===== config.mk =====
export PLATFORM = sky130hd
export DESIGN_NAME = issue_g_flat
export DESIGN_NICKNAME = d
export VERILOG_FILES = /design/src/rtl/datapath_pkg.sv /design/src/rtl/issue_g_if.sv /design/src/rtl/tag_tracker.sv /design/src/rtl/issue_g.sv /design/src/flat_wrapper.sv
export SDC_FILE = /design/constraint.sdc
export NUM_CORES = 1
export LEC_CHECK = 0
export ABC_AREA = 1
export BUFFER_PORTS_ARGS = -buffer_cell sky130_fd_sc_hd__buf_2
export CAP_MARGIN = 10
export CORE_MARGIN = 5
export CORE_UTILIZATION = 30
export DETAILED_ROUTE_END_ITERATION = 6
export HOLD_SLACK_MARGIN = 0.03
export PLACE_DENSITY = 0.61
export SKIP_CTS_REPAIR_TIMING = 1
export SLEW_MARGIN = 5
export SYNTH_ARGS = -nofsm -noshare
export SYNTH_HDL_FRONTEND = slang
export SYNTH_SLANG_ARGS = --single-unit

===== constraint.sdc =====
create_clock -name CLK -period 3.82 [get_ports CLK]
set_clock_uncertainty 0.05 [all_clocks]
set_input_delay 0.382 -clock CLK [delete_from_list [all_inputs] [get_ports CLK]]
set_output_delay 0.382 -clock CLK [all_outputs]
set_load 0.005 [all_outputs]

===== src/rtl/datapath_pkg.sv =====
// Shared datapath types: FUST_G table row/status, producer tags and the
// general-class issue state encoding.
package datapath_pkg;

    // Producer tags; FU_NONE means the operand is already available.
    typedef enum logic [1:0] {
        FU_NONE = 2'd0,
        FU_ALU  = 2'd1,
        FU_MLS  = 2'd2,
        FU_TC   = 2'd3
    } fu_tag_t;

    typedef struct packed {
        logic [7:0] op;
        logic [4:0] rd;
        logic [4:0] rs1;
        logic [4:0] rs2;
        logic [4:0] rs3;
    } fust_g_row_t;

    typedef struct packed {
        logic        busy;
        fust_g_row_t row;
        fu_tag_t     t1;
        fu_tag_t     t2;
        fu_tag_t     t3;
    } fust_g_t;

    typedef enum logic [1:0] {
        ST_IDLE  = 2'd0,
        ST_WAIT  = 2'd1,
        ST_READ  = 2'd2,
        ST_ISSUE = 2'd3
    } issue_g_state_t;

    // A writeback matches a tag only when valid and the tag names a real producer.
    function automatic logic tag_hit(input fu_tag_t tag, input logic wb_valid,
                                     input logic [1:0] wb_fu);
        return wb_valid && (tag != FU_NONE) && (tag == fu_tag_t'(wb_fu));
    endfunction

endpackage


===== src/rtl/issue_g_if.sv =====
// Issue-to-general-FU handshake: held row plus registered operands.
interface issue_g_if
    import datapath_pkg::*;
#(
    parameter int unsigned WORD_W = 32
);
    logic              fu_valid;
    logic              fu_ready;
    fust_g_row_t       fu_row;
    logic [WORD_W-1:0] fu_op1;
    logic [WORD_W-1:0] fu_op2;
    logic [WORD_W-1:0] fu_op3;

    modport master (
        output fu_valid, fu_row, fu_op1, fu_op2, fu_op3,
        input  fu_ready
    );

    modport slave (
        input  fu_valid, fu_row, fu_op1, fu_op2, fu_op3,
        output fu_ready
    );
endinterface


===== src/rtl/tag_tracker.sv =====
// Three source-tag registers: capture with writeback bypass, writeback
// clearing while held, flush, and a combinational all-ready indication
// that already reflects this cycle's broadcast.
module tag_tracker
    import datapath_pkg::*;
(
    input  logic       clk,
    input  logic       rst,
    input  logic       capture,
    input  fu_tag_t    t1_in,
    input  fu_tag_t    t2_in,
    input  fu_tag_t    t3_in,
    input  logic       wb_valid,
    input  logic [1:0] wb_fu,
    input  logic       flush,
    output logic       all_ready
);

    fu_tag_t tag_q   [3];
    fu_tag_t tag_in  [3];
    fu_tag_t cleared [3];
    fu_tag_t captured[3];

    assign tag_in[0] = t1_in;
    assign tag_in[1] = t2_in;
    assign tag_in[2] = t3_in;

    // Apply this cycle's broadcast to both the held tags and incoming tags.
    always_comb begin
        all_ready = 1'b1;
        for (int unsigned i = 0; i < 3; i++) begin
            cleared[i]  = tag_hit(tag_q[i], wb_valid, wb_fu) ? FU_NONE : tag_q[i];
            captured[i] = tag_hit(tag_in[i], wb_valid, wb_fu) ? FU_NONE : tag_in[i];
            if (cleared[i] != FU_NONE) begin
                all_ready = 1'b0;
            end
        end
    end

    // Tag registers: reset/flush clear, capture loads bypassed tags, else clear on hit.
    always_ff @(posedge clk) begin
        for (int unsigned i = 0; i < 3; i++) begin
            if (rst || flush) begin
                tag_q[i] <= FU_NONE;
            end else if (capture) begin
                tag_q[i] <= captured[i];
            end else begin
                tag_q[i] <= cleared[i];
            end
        end
    end

endmodule


===== src/rtl/issue_g.sv =====
// Issue stage for the general functional-unit class. Holds one FUST_G row
// until its source tags clear, reads the register file, then offers the
// instruction to the general FU with a valid/ready handshake.
module issue_g
    import datapath_pkg::*;
#(
    parameter int unsigned WORD_W = 32,
    parameter int unsigned REG_AW = 5
)(
    input  logic              CLK,
    input  logic              rst,
    input  fust_g_t           fust,
    output logic              busy,
    input  logic              wb_valid,
    input  logic [1:0]        wb_fu,
    input  logic              flush,
    output logic              rf_ren,
    output logic [REG_AW-1:0] rf_ra1,
    output logic [REG_AW-1:0] rf_ra2,
    output logic [REG_AW-1:0] rf_ra3,
    input  logic [WORD_W-1:0] rf_rd1,
    input  logic [WORD_W-1:0] rf_rd2,
    input  logic [WORD_W-1:0] rf_rd3,
    issue_g_if.master         fu
);

    issue_g_state_t state_q;
    issue_g_state_t state_d;
    fust_g_row_t    row_q;
    logic           capture;
    logic           all_ready;

    tag_tracker u_tags (
        .clk       (CLK),
        .rst       (rst),
        .capture   (capture),
        .t1_in     (fust.t1),
        .t2_in     (fust.t2),
        .t3_in     (fust.t3),
        .wb_valid  (wb_valid),
        .wb_fu     (wb_fu),
        .flush     (flush),
        .all_ready (all_ready)
    );

    // Next-state and capture decode; flush overrides everything including the handshake.
    always_comb begin
        state_d = state_q;
        capture = 1'b0;
        unique case (state_q)
            ST_IDLE: begin
                if (fust.busy) begin
                    capture = 1'b1;
                    state_d = ST_WAIT;
                end
            end
            ST_WAIT: begin
                if (all_ready) begin
                    state_d = ST_READ;
                end
            end
            ST_READ: begin
                state_d = ST_ISSUE;
            end
            ST_ISSUE: begin
                if (fu.fu_ready) begin
                    state_d = ST_IDLE;
                end
            end
        endcase
        if (flush) begin
            state_d = ST_IDLE;
            capture = 1'b0;
        end
    end

    // State register.
    always_ff @(posedge CLK) begin
        if (rst) begin
            state_q <= ST_IDLE;
        end else begin
            state_q <= state_d;
        end
    end

    // Held row register, loaded only on capture so it stays stable through issue.
    always_ff @(posedge CLK) begin
        if (rst) begin
            row_q <= '0;
        end else if (capture) begin
            row_q <= fust.row;
        end
    end

    // Operand registers sample the register file on the edge leaving READ.
    always_ff @(posedge CLK) begin
        if (rst) begin
            fu.fu_op1 <= '0;
            fu.fu_op2 <= '0;
            fu.fu_op3 <= '0;
        end else if (state_q == ST_READ) begin
            fu.fu_op1 <= rf_rd1;
            fu.fu_op2 <= rf_rd2;
            fu.fu_op3 <= rf_rd3;
        end
    end

    assign busy        = (state_q != ST_IDLE);
    assign rf_ren      = (state_q == ST_READ);
    assign fu.fu_valid = (state_q == ST_ISSUE);
    assign fu.fu_row   = row_q;
    assign rf_ra1      = REG_AW'(row_q.rs1);
    assign rf_ra2      = REG_AW'(row_q.rs2);
    assign rf_ra3      = REG_AW'(row_q.rs3);

endmodule

===== src/flat_wrapper.sv =====
// flat-port wrapper written by rule: the top's interface ports become plain ports
module issue_g_flat import datapath_pkg::*;
#(
    parameter int unsigned WORD_W = 32,
    parameter int unsigned REG_AW = 5
)
  (CLK, rst, fust, busy, wb_valid, wb_fu, flush, rf_ren, rf_ra1, rf_ra2, rf_ra3, rf_rd1, rf_rd2, rf_rd3, fu_fu_valid, fu_fu_row, fu_fu_op1, fu_fu_op2, fu_fu_op3, fu_fu_ready);
  issue_g_if #(.WORD_W(WORD_W)) fu_i ();
  input  logic CLK;
  input  logic rst;
  input  fust_g_t fust;
  output logic busy;
  input  logic wb_valid;
  input  logic [1:0] wb_fu;
  input  logic flush;
  output logic rf_ren;
  output logic [REG_AW-1:0] rf_ra1;
  output logic [REG_AW-1:0] rf_ra2;
  output logic [REG_AW-1:0] rf_ra3;
  input  logic [WORD_W-1:0] rf_rd1;
  input  logic [WORD_W-1:0] rf_rd2;
  input  logic [WORD_W-1:0] rf_rd3;
  output wire logic [$bits(fu_i.fu_valid)-1:0] fu_fu_valid;
  output wire logic [$bits(fu_i.fu_row)-1:0] fu_fu_row;
  output wire logic [$bits(fu_i.fu_op1)-1:0] fu_fu_op1;
  output wire logic [$bits(fu_i.fu_op2)-1:0] fu_fu_op2;
  output wire logic [$bits(fu_i.fu_op3)-1:0] fu_fu_op3;
  input wire logic [$bits(fu_i.fu_ready)-1:0] fu_fu_ready;
  assign fu_fu_valid = fu_i.fu_valid;
  assign fu_fu_row = fu_i.fu_row;
  assign fu_fu_op1 = fu_i.fu_op1;
  assign fu_fu_op2 = fu_i.fu_op2;
  assign fu_fu_op3 = fu_i.fu_op3;
  assign fu_i.fu_ready = fu_fu_ready;
  issue_g #(.WORD_W(WORD_W), .REG_AW(REG_AW)) u_core (.CLK(CLK), .rst(rst), .fust(fust), .busy(busy), .wb_valid(wb_valid), .wb_fu(wb_fu), .flush(flush), .rf_ren(rf_ren), .rf_ra1(rf_ra1), .rf_ra2(rf_ra2), .rf_ra3(rf_ra3), .rf_rd1(rf_rd1), .rf_rd2(rf_rd2), .rf_rd3(rf_rd3), .fu(fu_i));
endmodule

==> results.toml <==
[outcome]
status = "complete, no violations"

[power]
p_leak_uw = 0.00330
cellPowerDensity_nw_per_um2 = 491
power.total_uw = 3470
peakVddDrop_mv = 0.284

[floorplanning]
die_area_sq_um = 19400
num_rows = 47
die_w_um = 139
start_util_pct = 30.5
die_y_um = 139
core_area_sq_um = 16500
io_pins = 280

[timing]
hold_violations = 0
maxSlewViolCount = 0
tightest_slew_ns = 0.992
period_share_pct = 57.0
setup_violations = 0
period_needed_ns = 2.18
relSlewSlack_pct = 33.8
rsz0062_at_grt = "false"
setup_ws_ns = 1.64
setup_tns_ns = 0
fmax_ghz = 0.459

[clocking]
htreeDepth = 4
cts.reportedPaths.clkPinSlew_ns = 0.06
cts_tree = "done"
clkLatencyLatePin_ns = 0.41
cts-root-buf = "clkbuf_16"
clock_sink_count = 132
cts_buffer_depth = 2
cts_buffers = 17

[global_routing]
gr-usage-all-layers_pct = 15.6
grt_max_degree = 97
grt_pass1_vias = 4828
grt_pass1_wl_um = 24700
antenna_found_initial = 1
grt_overflow = 0

[placement]
port_buffers = 279
gp_congestion = 0.812
pre_cts_slack_ns = 1.61
place_hpwl_um = 11000

[worst_setup_path]
path_buf_inv = 2
cp_common_cell = "nand2_1"
critPathMaxFanout = 28
path_delay_family = "simple AND/OR/NAND/NOR gates"
critPathMaxStageDelay_ns = 0.55
cp.required_ns = 4.02
r2r_slack_ns = 1.64
cp_cell_sequence = "inv_1, ha_1, nand2_1, nor2_2, inv_2, nand2_1, a21oi_1"
cp_data_arrival_time_ns = 2.38
crit_type = "reg2reg"
startpoint_type = "flop"
slowest_stage = "nor2_2"
r2r_cells = 7
rr_startpoint = "u_core.state_q[0]$_SDFFE_PP0P_"
r2r-end = "u_core.rf_ra2[2]$_SDFFE_PP0P_"
end_kind = "flop"

[route]
vias = 5077
vias_per_cell = 4.46
first_iter_violations = 221
remaining_drc_errors = 0
wl_per_cell_um = 13.8
totalWireLength_um = 15700
ant_nets = 0
first_pass_iters = 4

[final_layout]
diodes = 0
multi_input_area_sq_um = 1990
syn_to_final_growth_pct = 40.8
drive_gt1_share_pct = 35.2
seqCellArea_sq_um = 2700
fill_cells = 1712
fin_nets = 1048

[yosys]
syn_avg_cell_area_sq_um = 7.68
synthDistinctLibCells = 24
syn_area_sq_um = 5020
syn_inst = 653
seq_area_frac_synth_pct = 53.9
synth_warnings = 0
ys_seq_elements = 132

[worst_hold_path]
holdPathStages = 3
min_to = "u_core.fu.fu_op2[26]$_SDFFE_PP0P_"
min_from = "rf_rd2[26]"
hp-class = "in2reg"

[job]
max-cap-violations = 0
==> cells by family after synthesis <==
family / count (synthesis) / share of synthesized area, %
buffers and inverters: 73 / 7.06
and+or+nand+nor: 298 / 22.9
DFF: 132 / 53.9
adders and majority gates: 5 / 1.25
other: 1 / 0.0748
AOI/OAI and AO/OA: 144 / 14.8
==> cell usage in the layout, fill, tap and decap left out, types with 2 or more instances in the layout <==
cell type   instances
buf_2             278
nand2_1           274
a21oi_1           132
dfxtp_1           126
clkbuf_16          17
nand3_1            15
inv_1              13
edfxtp_1            6
conb_1              6
o21ai_0             5
nor2_1              5
buf_4               5
inv_2               4
ha_1                4
clkinv_2            3
clkbuf_8            3
a2111o_1            2
nand2_2             2
clkinvlp_4          2
clkinv_4            2
bufinv_16           2
inv_6               2
==> worst reg2reg max path, cell delays in order, from the launching register on <==
cell and delay, ns:
dfxtp_1 0.34, inv_1 0.15, ha_1 0.19, nand2_1 0.08
nor2_2 0.55, inv_2 0.44, nand2_1 0.16, a21oi_1 0.07
==> where the power goes <==
part	switching, uW	internal (uW)
combinational	201	154
clock	611	1020
sequential	35.4	1450
==> final cells by class <==
type	count	share of cell area [%]
clock buffer	21	6.66
clock inverter	11	1.77
inverter	18	0.957
multi-input combinational	453	28.2
sequential	132	38.3
tap	220	3.90
timing repair buffer	283	20.2
==> metal layers <==
metal | up-vias | GRT usage [%] | share of wire, %
li1 | 2582 | - | -
met1 | 2253 | 18.0 | 42
met2 | 205 | 25.5 | 46
met3 | 35 | 6.48 | 9.2
met4 | 2 | 6.85 | 2.9
met5 | - | 0 | 0.083
==> metrics by stage <==
step	std cells	area, sq um	utilization (%)	hold WS (ns)
final	1138	7060	42.9	0.165
after global routing	1138	7060	42.9	0.152
after CTS	1138	7060	42.9	0.145
after detailed placement	1106	6470	39.3	0.399
after global placement	1106	6470	39.3	0.395
after floorplan	658	5030	-	0.406
==> how the worst max path moves through the flow <==
stage,start,to,depth (start not counted)
5_1_grt,u_core.state_q[0]$_SDFFE_PP0P_,u_core.rf_ra3[2]$_SDFFE_PP0P_,7
2_1_floorplan,u_core.state_q[0]$_SDFFE_PP0P_,u_core.fu.fu_op1[0]$_SDFFE_PP0P_,8
3_5_place_dp,u_core.state_q[0]$_SDFFE_PP0P_,u_core.fu.fu_row[15]$_SDFFE_PP0P_,7
6_report,u_core.state_q[0]$_SDFFE_PP0P_,u_core.rf_ra2[2]$_SDFFE_PP0P_,7
3_3_place_gp,u_core.state_q[0]$_SDFFE_PP0P_,u_core.rf_ra1[0]$_SDFFE_PP0P_,7
4_1_cts,u_core.state_q[0]$_SDFFE_PP0P_,u_core.fu.fu_row[15]$_SDFFE_PP0P_,7
==> sequential cells by signal (all words and copies together), names as in the netlist <==
| register | flops |
|---|---|
| u_core.fu.fu_op1 | 32 |
| u_core.rf_ra3 | 5 |
| u_core.u_tags.tag_q | 6 |
| u_core.fu.fu_row | 13 |
| u_core.fu.fu_op3 | 32 |
| u_core.state_q | 2 |
| u_core.rf_ra1 | 5 |
| u_core.fu.fu_op2 | 32 |
| u_core.rf_ra2 | 5 |
==> cell usage after synthesis, drive strengths merged <==
master	n	area [sq um]
edfxtp	6	180
nor2	7	33.8
conb	1	3.75
o21ai	6	30.0
inv	17	63.8
o22ai	1	6.26
nand3	15	75.1
nand2	276	1040
clkinv	1	3.75
o221ai	1	8.76
o31ai	1	7.51
ha	5	62.6
a21oi	132	661
buf	29	189
a2111o	2	22.5
o21bai	1	7.51
clkbuf	26	97.6
dfxtp	126	2520
Note: power is estimated with default switching activity, not from simulation.
